File: src/rtl/seq_divider_if.sv
// seq_divider_if: operand load, run control and result bundle for the sequential divider
interface seq_divider_if #(parameter int N = 8);
  logic LoadD;
  logic LoadV;
  logic Execute;
  logic [N-1:0] Din;
  logic [N-1:0] Qval;
  logic [N-1:0] Rval;
  logic [N-1:0] Mval;
  logic Busy;
  logic Done;
  logic DivByZero;
  modport master(output LoadD, LoadV, Execute, Din, input Qval, Rval, Mval, Busy, Done, DivByZero);
  modport slave(input LoadD, LoadV, Execute, Din, output Qval, Rval, Mval, Busy, Done, DivByZero);
endinterface

File: src/rtl/seq_divider.sv
// seq_divider: unsigned restoring divider, one SHIFT and one SUB cycle per quotient bit
module seq_divider #(parameter int N = 8) (
  input logic Clk,
  input logic Reset,
  seq_divider_if.slave bus
);
  localparam int CW = $clog2(N);
  typedef enum logic [1:0] {IDLE, SHIFT, SUB, DONE} state_t;
  state_t state, state_n;
  logic [N-1:0] q, q_n, m, m_n;
  logic [N:0] r, r_n, trial;
  logic [CW-1:0] cnt, cnt_n;
  logic dz, dz_n;
  always_ff @(posedge Clk) begin
    if (!Reset) begin
      state <= IDLE;
      q <= '0;
      r <= '0;
      m <= '0;
      cnt <= '0;
      dz <= 1'b0;
    end else begin
      state <= state_n;
      q <= q_n;
      r <= r_n;
      m <= m_n;
      cnt <= cnt_n;
      dz <= dz_n;
    end
  end
  always_comb begin
    state_n = state;
    q_n = q;
    r_n = r;
    m_n = m;
    cnt_n = cnt;
    dz_n = dz;
    trial = r - {1'b0, m};
    case (state)
      IDLE: begin
        if (bus.LoadD) q_n = bus.Din;
        if (bus.LoadV) m_n = bus.Din;
        if (bus.Execute) begin
          r_n = '0;
          cnt_n = '0;
          dz_n = (m == '0);
          state_n = (m == '0) ? DONE : SHIFT;
          // a zero divisor reports all-ones quotient and the dividend as remainder
          if (m == '0) begin
            q_n = '1;
            r_n = {1'b0, q};
          end
        end
      end
      SHIFT: begin
        {r_n, q_n} = {r[N-1:0], q, 1'b0};
        state_n = SUB;
      end
      SUB: begin
        if (r >= {1'b0, m}) begin
          r_n = trial;
          q_n = {q[N-1:1], 1'b1};
        end
        cnt_n = (cnt == CW'(N-1)) ? cnt : cnt + 1'b1;
        state_n = (cnt == CW'(N-1)) ? DONE : SHIFT;
      end
      DONE: state_n = bus.Execute ? DONE : IDLE;
      default: state_n = IDLE;
    endcase
  end
  assign bus.Qval = q;
  assign bus.Rval = r[N-1:0];
  assign bus.Mval = m;
  assign bus.Busy = (state == SHIFT) || (state == SUB);
  assign bus.Done = (state == DONE);
  assign bus.DivByZero = dz;
endmodule

File: src/flat_wrapper.sv
// flat-port wrapper written by rule: the top's interface ports become plain ports
module seq_divider_flat 
#(parameter int N = 8)
  (Clk, Reset, bus_LoadD, bus_LoadV, bus_Execute, bus_Din, bus_Qval, bus_Rval, bus_Mval, bus_Busy, bus_Done, bus_DivByZero);
  seq_divider_if #(.N(N)) bus_i ();
  input logic Clk;
  input logic Reset;
  input wire logic [$bits(bus_i.LoadD)-1:0] bus_LoadD;
  input wire logic [$bits(bus_i.LoadV)-1:0] bus_LoadV;
  input wire logic [$bits(bus_i.Execute)-1:0] bus_Execute;
  input wire logic [$bits(bus_i.Din)-1:0] bus_Din;
  output wire logic [$bits(bus_i.Qval)-1:0] bus_Qval;
  output wire logic [$bits(bus_i.Rval)-1:0] bus_Rval;
  output wire logic [$bits(bus_i.Mval)-1:0] bus_Mval;
  output wire logic [$bits(bus_i.Busy)-1:0] bus_Busy;
  output wire logic [$bits(bus_i.Done)-1:0] bus_Done;
  output wire logic [$bits(bus_i.DivByZero)-1:0] bus_DivByZero;
  assign bus_i.LoadD = bus_LoadD;
  assign bus_i.LoadV = bus_LoadV;
  assign bus_i.Execute = bus_Execute;
  assign bus_i.Din = bus_Din;
  assign bus_Qval = bus_i.Qval;
  assign bus_Rval = bus_i.Rval;
  assign bus_Mval = bus_i.Mval;
  assign bus_Busy = bus_i.Busy;
  assign bus_Done = bus_i.Done;
  assign bus_DivByZero = bus_i.DivByZero;
  seq_divider #(.N(N)) u_core (.Clk(Clk), .Reset(Reset), .bus(bus_i));
endmodule
File: config.mk
export PLATFORM = sky130hd
export DESIGN_NAME = seq_divider_flat
export DESIGN_NICKNAME = d
export VERILOG_FILES = /design/src/rtl/seq_divider_if.sv /design/src/rtl/seq_divider.sv /design/src/flat_wrapper.sv
export SDC_FILE = /design/constraint.sdc
export NUM_CORES = 1
export LEC_CHECK = 0
export ABC_AREA = 1
export CAP_MARGIN = 20
export CORE_MARGIN = 5
export CORE_UTILIZATION = 59
export CTS_BUF_LIST = sky130_fd_sc_hd__clkbuf_8
export CTS_CLUSTER_SIZE = 25
export DETAILED_ROUTE_END_ITERATION = 16
export PLACE_DENSITY_LB_ADDON = 0.08
export SYNTH_ARGS = -nofsm -noshare
export SYNTH_HDL_FRONTEND = slang
export SYNTH_SLANG_ARGS = --single-unit
File: constraint.sdc
create_clock -name Clk -period 3.8 [get_ports Clk]
set_input_delay 0.76 -clock Clk [delete_from_list [all_inputs] [get_ports Clk]]
set_output_delay 0.76 -clock Clk [all_outputs]
set_load 0.03 [all_outputs]
==> results of run 1 <==
-- final cells by class --
class / count / share of cell area
repair buffers: 39 / 0.149
well taps: 48 / 0.0229
inverters: 51 / 0.0730
clock inverters: 3 / 0.00477
multi-input cells: 241 / 0.487
flip-flops and latches: 31 / 0.237
clock buffers: 5 / 0.0263
-- power groups by stage --
stage | logic, mW | clock network (mW) | registers, mW
floorplan | 1.28 | 0 | 0.647
global placement | 1.74 | 0 | 0.561
detailed placement | 1.76 | 0 | 0.565
CTS | 1.78 | 0.250 | 0.560
global route | 2.00 | 0.268 | 0.577
finish | 1.78 | 0.251 | 0.560
-- cell families (layout without fill, tap and decap cells) --
group / after synthesis / in the layout / share of synthesized area
AOI/OAI and AO/OA: 66 / 66 / 0.165
adders and majority gates: 15 / 15 / 0.0886
and+or+nand+nor: 159 / 159 / 0.321
buffers and inverters: 68 / 98 / 0.139
muxes: 1 / 1 / 0.00454
DFF: 31 / 31 / 0.282
-- worst max path at each step --
stage / startpoint / endpoint / slack [ns] / cells past startpoint
finish: u_core.state[0] / bus_Busy / 1.13 / 3
global route: u_core.state[0] / bus_Busy / 1.07 / 3
detailed placement: Reset / u_core.state[0] / 1.42 / 3
floorplan: u_core.bus.Mval[2] / u_core.r[4] / 1.89 / 13
CTS: u_core.state[0] / bus_Busy / 1.13 / 3
global placement: Reset / u_core.state[0] / 1.44 / 3
-- cells in the mapped netlist --
master     n
nor3_1     2
nor2_4     1
buf_6      1
inv_1     51
buf_4      8
fa_1       1
buf_2      2
buf_1      1
o21ai_1    2
nand2_4    1
dfxtp_1   31
nor2_2     1
nand2_1   79
clkbuf_8   1
o211ai_1   5
o22ai_1    2
nand3b_1   3
o211a_1    1
a31oi_1    2
nand2_2   10
o21ai_0   17
nand3_4    1
nor2_1    32
nand3_1   25
clkbuf_1   4
a21oi_1   34
a221oi_1   1
nand4_1    3
mux2i_1    1
or2_2      1
ha_1      14
a21oi_2    2
-- stage by stage --
step	hold slack (ns)	instances	setup WS, ns
after floorplan	0.449	340	1.89
after global placement	0.463	410	1.44
after detailed placement	0.472	410	1.42
after CTS	0.481	418	1.13
after global routing	0.535	418	1.07
final	0.478	418	1.13
-- per-layer routing --
| metal | part of all wire | wire length [um] | vias up |
|---|---|---|---|
| met5 | 0 | 0 | - |
| met4 | 0.013 | 74 | 0 |
| met3 | 0.070 | 392 | 8 |
| met2 | 0.48 | 2730 | 81 |
| met1 | 0.43 | 2440 | 1012 |
| li1 | - | - | 1150 |
-- worst max-delay path, delay by kind of cell (launching register included) --
| family | cells | cell delay [ns] |
|---|---|---|
| buffers and inverters | 2 | 0.83 |
| adders and majority gates | 1 | 0.40 |
| DFF | 1 | 0.40 |
-- sequential cells by signal, indices dropped and copies added, names as in the netlist --
signal / flops
u_core.r: 9
u_core.bus.Mval: 8
u_core.bus.Qval: 8
u_core.cnt: 3
u_core.state: 2
u_core.bus.DivByZero: 1
==> results.yml, run 1 <==
die:
  dieWidth_um: 71.1
  fp.dieH_um: 71.1
  die_area_mm2: 0.00506
  rows: 22
  core_area_mm2: 0.00363
  start_util: 0.606
  io_pins: 40
placement:
  dpl_cell_area_mm2: 0.00254
  hpwlAfterDp_um: 4270
  gp_congestion: 0.880
  portBuffers: 39
timing:
  fin_crit_ns: 2.67
  tightestPinTransition_ns: 0.909
  slew-limit-headroom: 0.392
  rsz0062_at_grt: "no"
  fin_skew_ns: 0.00880
  period_share: 0.703
  tns_ns: 0
  max_freq_mhz: 374
  final_hold_viol_count: 0
  slew_violations: 0
  setup_viol: 0
detailed_routing:
  wl_um: 5630
  wl_per_cell_um: 13.5
  dr.pass1.iters: 4
  drc: 0
  first_iter_violations: 117
  viasPerCell: 5.39
  antenna_left: 0
  vias: 2251
clocking:
  post_cts_buffers: 0
  htreeDepth: 2
  cts_buffers: 5
  cts_hold_buf: 0
  cts.clk_slew.worst_paths_ns: 0.06
  cts_tree: "yes"
  cts-root-buf: "clkbuf_8"
  numClockSinks: 31
  ctsResizeCount: 0
  clk_latency_ns: 0.29
  cts_buffer_depth: 2
critical_path:
  r2r_start: "u_core.state[0]"
  ff2ff_path_depth: 10
  cp_data_required_time_ns: 3.04
  cp-end-kind: "output port"
  critical_path_class: "reg -> out"
  crit_path_start_kind: "flop"
  ff2ff_setup_slack_ns: 1.73
  crit-reg2reg-capture: "u_core.r[2]"
  critical_path_arrival_ns: 1.91
  path_cells: "inv_1 > ha_1 > clkdlybuf4s50_1"
  slowest_stage: "clkdlybuf4s50_1"
  max_stage_delay_ns: 0.71
  cp_max_fo: 7
grt:
  grt_pass1_wl_um: 9300
  use_met3: 0.0398
  grt-busiest-layer: "met2"
  antenna_found_initial: 0
  grt_usage: 0.229
  globalRouteOverflowTotal: 0
  grt_use_met1: 0.289
  use_met2: 0.387
  grt_pass1_vias: 2023
  grt_max_degree: 28
min_path:
  min-delay-start: "u_core.cnt[2]"
  hold_path_depth: 2
  hold_class: "reg -> reg"
  whs_endpoint: "u_core.cnt[2]"
pwr:
  p_leak_nw: 1.25
  peakVddDrop_v: 0.000574
  sw_frac_of_total: 0.534
  p_seq_frac: 0.216
  p_int_mw: 1.21
  p_clk_frac: 0.097
  p_per_area_mw_per_mm2: 989
  finalPower_mw: 2.59
  p_comb_frac: 0.687
  p_switching_mw: 1.38
layout:
  diodes: 0
  multi_input_area_mm2: 0.00128
  final_nets: 397
  fillers: 334
  layout_commonest_cell: "nand2_1"
  synthToLayoutAreaGrowth_pct: 19.0
  final_area_mm2: 0.00262
  final_util: 0.721
  final_cell_mix: "nand2_1 (79), inv_1 (53), clkdlybuf4s50_1 (39)"
  layout-drive-gt1-share: 0.0622
  seq_area_um2: 621
yosys:
  syn_area_mm2: 0.00220
  ys_seq_area_frac: 0.282
  syn-num-nets: 368
  synth-seq-cells: 31
  synth_top_cell_area_share: 0.282
  syn_inst: 340
  synth_cell_types: 32
  avgSynthCellArea_um2: 6.48
  yosys_warnings: 0
  synthTopCellsByArea: "dfxtp_1 (28%), nand2_1 (13%), inv_1 (8.7%)"
  synth.largest_area_cell: "dfxtp_1"
status:
  status: "finished clean"
run:
  maxCapViolCount: 0
Note: power is estimated with default switching activity, not from simulation.
==> inputs of run 2 (changes only) <==
- CORE_UTILIZATION: 59 -> 54
- clock period: 3.8 -> 2.46 ns (I/O delays scaled with it)
==> run 2 against run 1 <==
  * Clock power rose by 73%
  * Via count rose by 2.0%
  * Critical path depth decreased by 1
  * Utilization fell by 5.0 points
  * Clock-buffer cell count rose by 2
  * Setup slack got worse by 0.80 ns
  * Cell area rose by 1.8%
  * Flip-flop and latch count unchanged
  * Register-to-register slack got worse by 1.2 ns
  * Cell count increased by 1.2%
  * Highest routed layer unchanged
==> results.yml, run 2 (synthesis results as in run 1) <==
critical_path:
  r2r_start: "u_core.state[1]"
  crit_path_start_kind: "flop"
  path_cells: "ha_1 > clkdlybuf4s50_1"
  max_stage_delay_ns: 0.70
  cp_data_required_time_ns: 1.97
  critical_path_class: "reg -> out"
  ff2ff_path_depth: 10
  cp-end-kind: "output port"
  crit_path_start: "u_core.state[1]"
  crit-reg2reg-capture: "u_core.r[2]"
  crit_path_end: "bus_Done"
  slowest_stage: "clkdlybuf4s50_1"
  cp_max_fo: 5
  critical_path_arrival_ns: 1.64
  ff2ff_setup_slack_ns: 0.49
detailed_routing:
  vias: 2296
  wl_per_cell_um: 13.3
  dr.pass1.iters: 5
  first_iter_violations: 130
  drc: 0
  viasPerCell: 5.43
  antenna_left: 0
  wl_um: 5640
min_path:
  hold_class: "reg -> reg"
clocking:
  cts_tree: "yes"
  htreeDepth: 2
  cts_hold_buf: 0
  cts.clk_slew.worst_paths_ns: 0.06
  cts-root-buf: "clkbuf_8"
  cts_buffers: 5
  clk_latency_ns: 0.28
  numClockSinks: 31
  cts_buffer_depth: 2
grt:
  antenna_found_initial: 0
  grt_usage: 0.228
  grt_pass1_vias: 2165
  globalRouteOverflowTotal: 0
  grt_pass1_wl_um: 9670
  grt_max_degree: 17
timing:
  final_hold_viol_count: 0
  max_freq_mhz: 468
  period_share: 0.868
  slew-limit-headroom: 0.675
  slew_violations: 0
  fin_ws_ns: 0.324
  tns_ns: 0
  tightestPinTransition_ns: 0.487
  fin_crit_ns: 2.14
  rsz0062_at_grt: "no"
  setup_viol: 0
  fin_skew_ns: 0.00321
placement:
  pre_cts_ws_ns: 0.400
  hpwlAfterDp_um: 4360
  portBuffers: 39
  gp_congestion: 0.893
  placedCellCount: 415
layout:
  instances_no_fill: 423
  final_cell_mix: "nand2_1 (79), inv_1 (52), clkdlybuf4s50_1 (38)"
  regMostFlops: "u_core.r"
  final_nets: 400
  diodes: 0
  synthToLayoutAreaGrowth_pct: 21.1
  layout-drive-gt1-share: 0.0724
  layout_commonest_cell: "nand2_1"
  largest_reg_flops: 9
run:
  maxCapViolCount: 0
die:
  dieWidth_um: 73.9
  core_area_mm2: 0.00397
  rows: 23
  fp.dieH_um: 73.9
  start_util: 0.555
  io_pins: 40
  die_area_mm2: 0.00546
pwr:
  p_leak_nw: 1.28
  peakVddDrop_v: 0.00113
  p_per_area_mw_per_mm2: 1530
status:
  status: "finished clean"
==> run 2: changes by cell type in the layout (fill, tap and decap cells not counted), sizes merged <==
cell / change
inv: -1
clkbuf: +2
clkdlybuf4s50: -1
clkinv: -1
dlymetal6s2s: +1
buf: +3
==> run 2: cell type report <==
cell class              count  area (um^2)
repair buffers             42          415
clock buffers               7         96.3
multi-input cells         241         1280
well taps                  50         62.6
flip-flops and latches     31          621
inverters                  51          191
clock inverters             1         3.75
fillers                   379         1300
==> run 2: power by group <==
part           total, mW  switching (mW)  internal (mW)
registers          0.863           0.174          0.688
logic               2.78            1.78           1.01
clock network      0.435           0.184          0.251
total               4.08            2.13           1.95
==> run 2: how the worst min path moves through the flow <==
stage	start	to	slack [ns]	cells past startpoint
finish	u_core.cnt[2]	u_core.cnt[2]	0.48	2
global placement	u_core.cnt[1]	u_core.cnt[1]	0.47	2
detailed placement	u_core.cnt[2]	u_core.cnt[2]	0.47	2
CTS	u_core.cnt[2]	u_core.cnt[2]	0.48	2
global route	u_core.cnt[2]	u_core.cnt[2]	0.52	2
floorplan	u_core.cnt[1]	u_core.cnt[1]	0.45	2
==> run 2: metal layers <==
layer / GRT usage / vias up / routed length (um)
li1: - / 1153 / -
met4: 0.0724 / 0 / 93
met3: 0.0451 / 15 / 340
met1: 0.303 / 1044 / 2500
met5: 0 / - / 0
met2: 0.368 / 84 / 2710
==> run 2: metrics by stage <==
stage / power (mW) / instance area (um^2) / hold WS (ns) / util
after floorplan: 2.98 / 2200 / 0.449 / -
after global placement: 3.57 / 2560 / 0.466 / 0.646
after detailed placement: 3.64 / 2560 / 0.468 / 0.646
after CTS: 4.10 / 2670 / 0.478 / 0.671
after global routing: 4.48 / 2670 / 0.521 / 0.672
final: 4.08 / 2670 / 0.476 / 0.672
==> run 2: repair_timing <==
item,in CTS,in global routing
setup endpoints to repair,0,1
gates resized for setup,0,1
buffers inserted,0,0
==> run 2: critical path, delay by kind of cell, from the launching register on <==
kind / cells / cell delay [ns]
buffers and inverters: 1 / 0.70
DFF: 1 / 0.41
adders and majority gates: 1 / 0.26
==> patch, RTL diff (settings of run 2) <==
Re-encode `state_t` (4 states) as one-hot, 4 bits wide.
--- a/src/rtl/seq_divider.sv
+++ b/src/rtl/seq_divider.sv
@@ -7,3 +7,3 @@
   localparam int CW = $clog2(N);
-  typedef enum logic [1:0] {IDLE, SHIFT, SUB, DONE} state_t;
+  typedef enum logic [3:0] {IDLE = 4'b0001, SHIFT = 4'b0010, SUB = 4'b0100, DONE = 4'b1000} state_t;
   state_t state, state_n;
Function: same outputs for any inputs over 10 cycles, from zero or initial values and one cycle with Reset low; not proved beyond that.
==> patch against run 2 <==
- total power shrank 11%
- clock skew is 0.0062 ns higher
- first-iteration DRC count is 21% higher
- cell area increased by 0.61%
- area after synthesis grew 0.11%
- count of clock-buffer cells in the layout unchanged
- hold slack worse by 0.0085 ns
- clock power rose by 6.4%
- worst setup slack worse by 0.16 ns
- sequential cell count rose by 2
- combinational power fell by 17%
- wire length down 2.0%
- die area up 0.11%
- via count shrank 2.8%
- critical path type unchanged
==> patch: results (changes against run 2) <==
| Metric | Value |
|---|---|
| Status | `complete, no violations` |
| Slowest cell on crit path | `clkdlybuf4s50_1` |
| Gr usage total | `0.224 (-0.00358)` |
| Vias in the first global route | `2136 (-1.3%)` |
| Initial drt markers | `157 (+21%)` |
| Num CTS Buffers | `5 (unchanged)` |
| # port buffers | `39 (unchanged)` |
| Largest cells by area after synthesis | `dfxtp_1, nand2_1, inv_1` |
| Biggest register | `u_core.r` |
| Met2 Wirelength | `2530 µm (-6.5%)` |
| Routability cong. | `0.838 (-6.1%)` |
| Largest net degree at the start of global routing | `21 (+4)` |
| Deepest clock path buffer count | `2 (unchanged)` |
| Root Driver | `clkbuf_8` |
| CP max stage delay | `0.74 ns (+0.04 ns)` |
| Multi-input gate area | `1240 µm² (-3.2%)` |
| First-pass GRT wire length | `9420 µm (-2.6%)` |
| Synth Area in Adders | `0.0658 (-0.0228)` |
| Share of cells above drive strength 1 | `0.0818 (+0.00941)` |
| Met3 wire length | `328 µm (-3.5%)` |
| Pleak | `1.24 nW (-3.6%)` |
| Register area share after synthesis | `0.299 (+0.0178)` |
| YS warnings | `0 (unchanged)` |
| Post-Route WL | `5520 µm (-2.0%)` |
| 1st-pass router iterations | `4 (-1)` |
| Final non-clock buffer share | `0.157 (+0.000921)` |
| Inverters | `54 (+5.9%)` |
| WL met1 | `2590 µm (+3.6%)` |
| Mux contribution to synthesized area | `0 (-0.00454)` |
| Synth top cells by count | `nand2_1, inv_1, a21oi_1, dfxtp_1, nor2_1` |
| Multi-In Gates | `241 (unchanged)` |
| Max reg flops | `9 (unchanged)` |
| Slew @ Worst Pin | `0.436 ns (-0.0509 ns)` |
| Synth async-reset ratio | `0 (unchanged)` |
| Complex-gate fraction of the synthesized area | `0.171 (+0.00548)` |
| Diode count | `0 (unchanged)` |
| Clock-cell share | `0.0378 (+0.000239)` |
| Distinct cells, synth | `28 (-13%)` |
| Hpwl dp | `4240 µm (-2.6%)` |
| Clock skew | `0.00939 ns (+0.00618 ns)` |
| Max FO, Critical Path | `3 (-2)` |
| Seq Cell Count | `33 (+6.5%)` |
| Max VDD drop | `883 µV (-22%)` |
| # fillers | `374 (-1.3%)` |
| Vias | `2232 (-2.8%)` |
| Nonclk buf count | `43 (+2.4%)` |
| Setup Fix Bufs, Post-CTS | `0 (unchanged)` |
| Sequential cell area share | `0.246 (+0.0135)` |
| Nets | `402 (+0.50%)` |
patch: changes by cell type after synthesis, sizes merged, moves of 3 or more:
cell,before,now
ha,14,10
nand3,26,20
clkbuf,5,2
nand4,3,0
nand2,90,97
nor2,34,39
inv,51,54
patch: where the power goes:
group | internal [W] | leakage [nW] | total [W] | switching [W]
registers | 0.000706 | 0.272 | 0.000846 | 0.000141
logic | 0.000831 | 0.910 | 0.00232 | 0.00149
clock network | 0.000253 | 0.0542 | 0.000463 | 0.000210
total | 0.00179 | 1.24 | 0.00363 | 0.00184
patch: path summary, 6_finish.rpt:
check,endpoint,cells past startpoint,slack (ns),from
min reg2reg,u_core.cnt[0],1,0.47,u_core.cnt[0]
max reg2reg,u_core.r[2],12,0.56,u_core.bus.Mval[6]
max,bus_Done,4,0.16,u_core.state[0]
min,u_core.cnt[0],1,0.47,u_core.cnt[0]
patch: through the flow:
stage | setup slack, ns | area, µm² | hold WS (ns) | instances
3_5_place_dp | 0.456 | 2580 | 0.458 | 421
2_1_floorplan | 0.534 | 2210 | 0.429 | 344
5_1_grt | 0.0630 | 2680 | 0.494 | 429
6_report | 0.161 | 2680 | 0.468 | 429
3_3_place_gp | 0.517 | 2580 | 0.449 | 421
4_1_cts | 0.135 | 2680 | 0.469 | 429
patch: worst reg2reg max path, delay by kind of cell (launching register included):
| kind | cells | cell delay [ns] |
|---|---|---|
| fa+ha+maj | 1 | 0.36 |
| flops | 1 | 0.37 |
| simple gates | 8 | 0.74 |
| buf+inv | 2 | 0.13 |
| compound gates | 1 | 0.21 |
patch: routing by layer:
| layer | global-route usage | vias to the layer above |
|---|---|---|
| met5 | 0 | - |
| met4 | 0.0785 | 0 |
| li1 | - | 1156 |
| met2 | 0.360 | 57 |
| met3 | 0.0643 | 6 |
| met1 | 0.287 | 1013 |
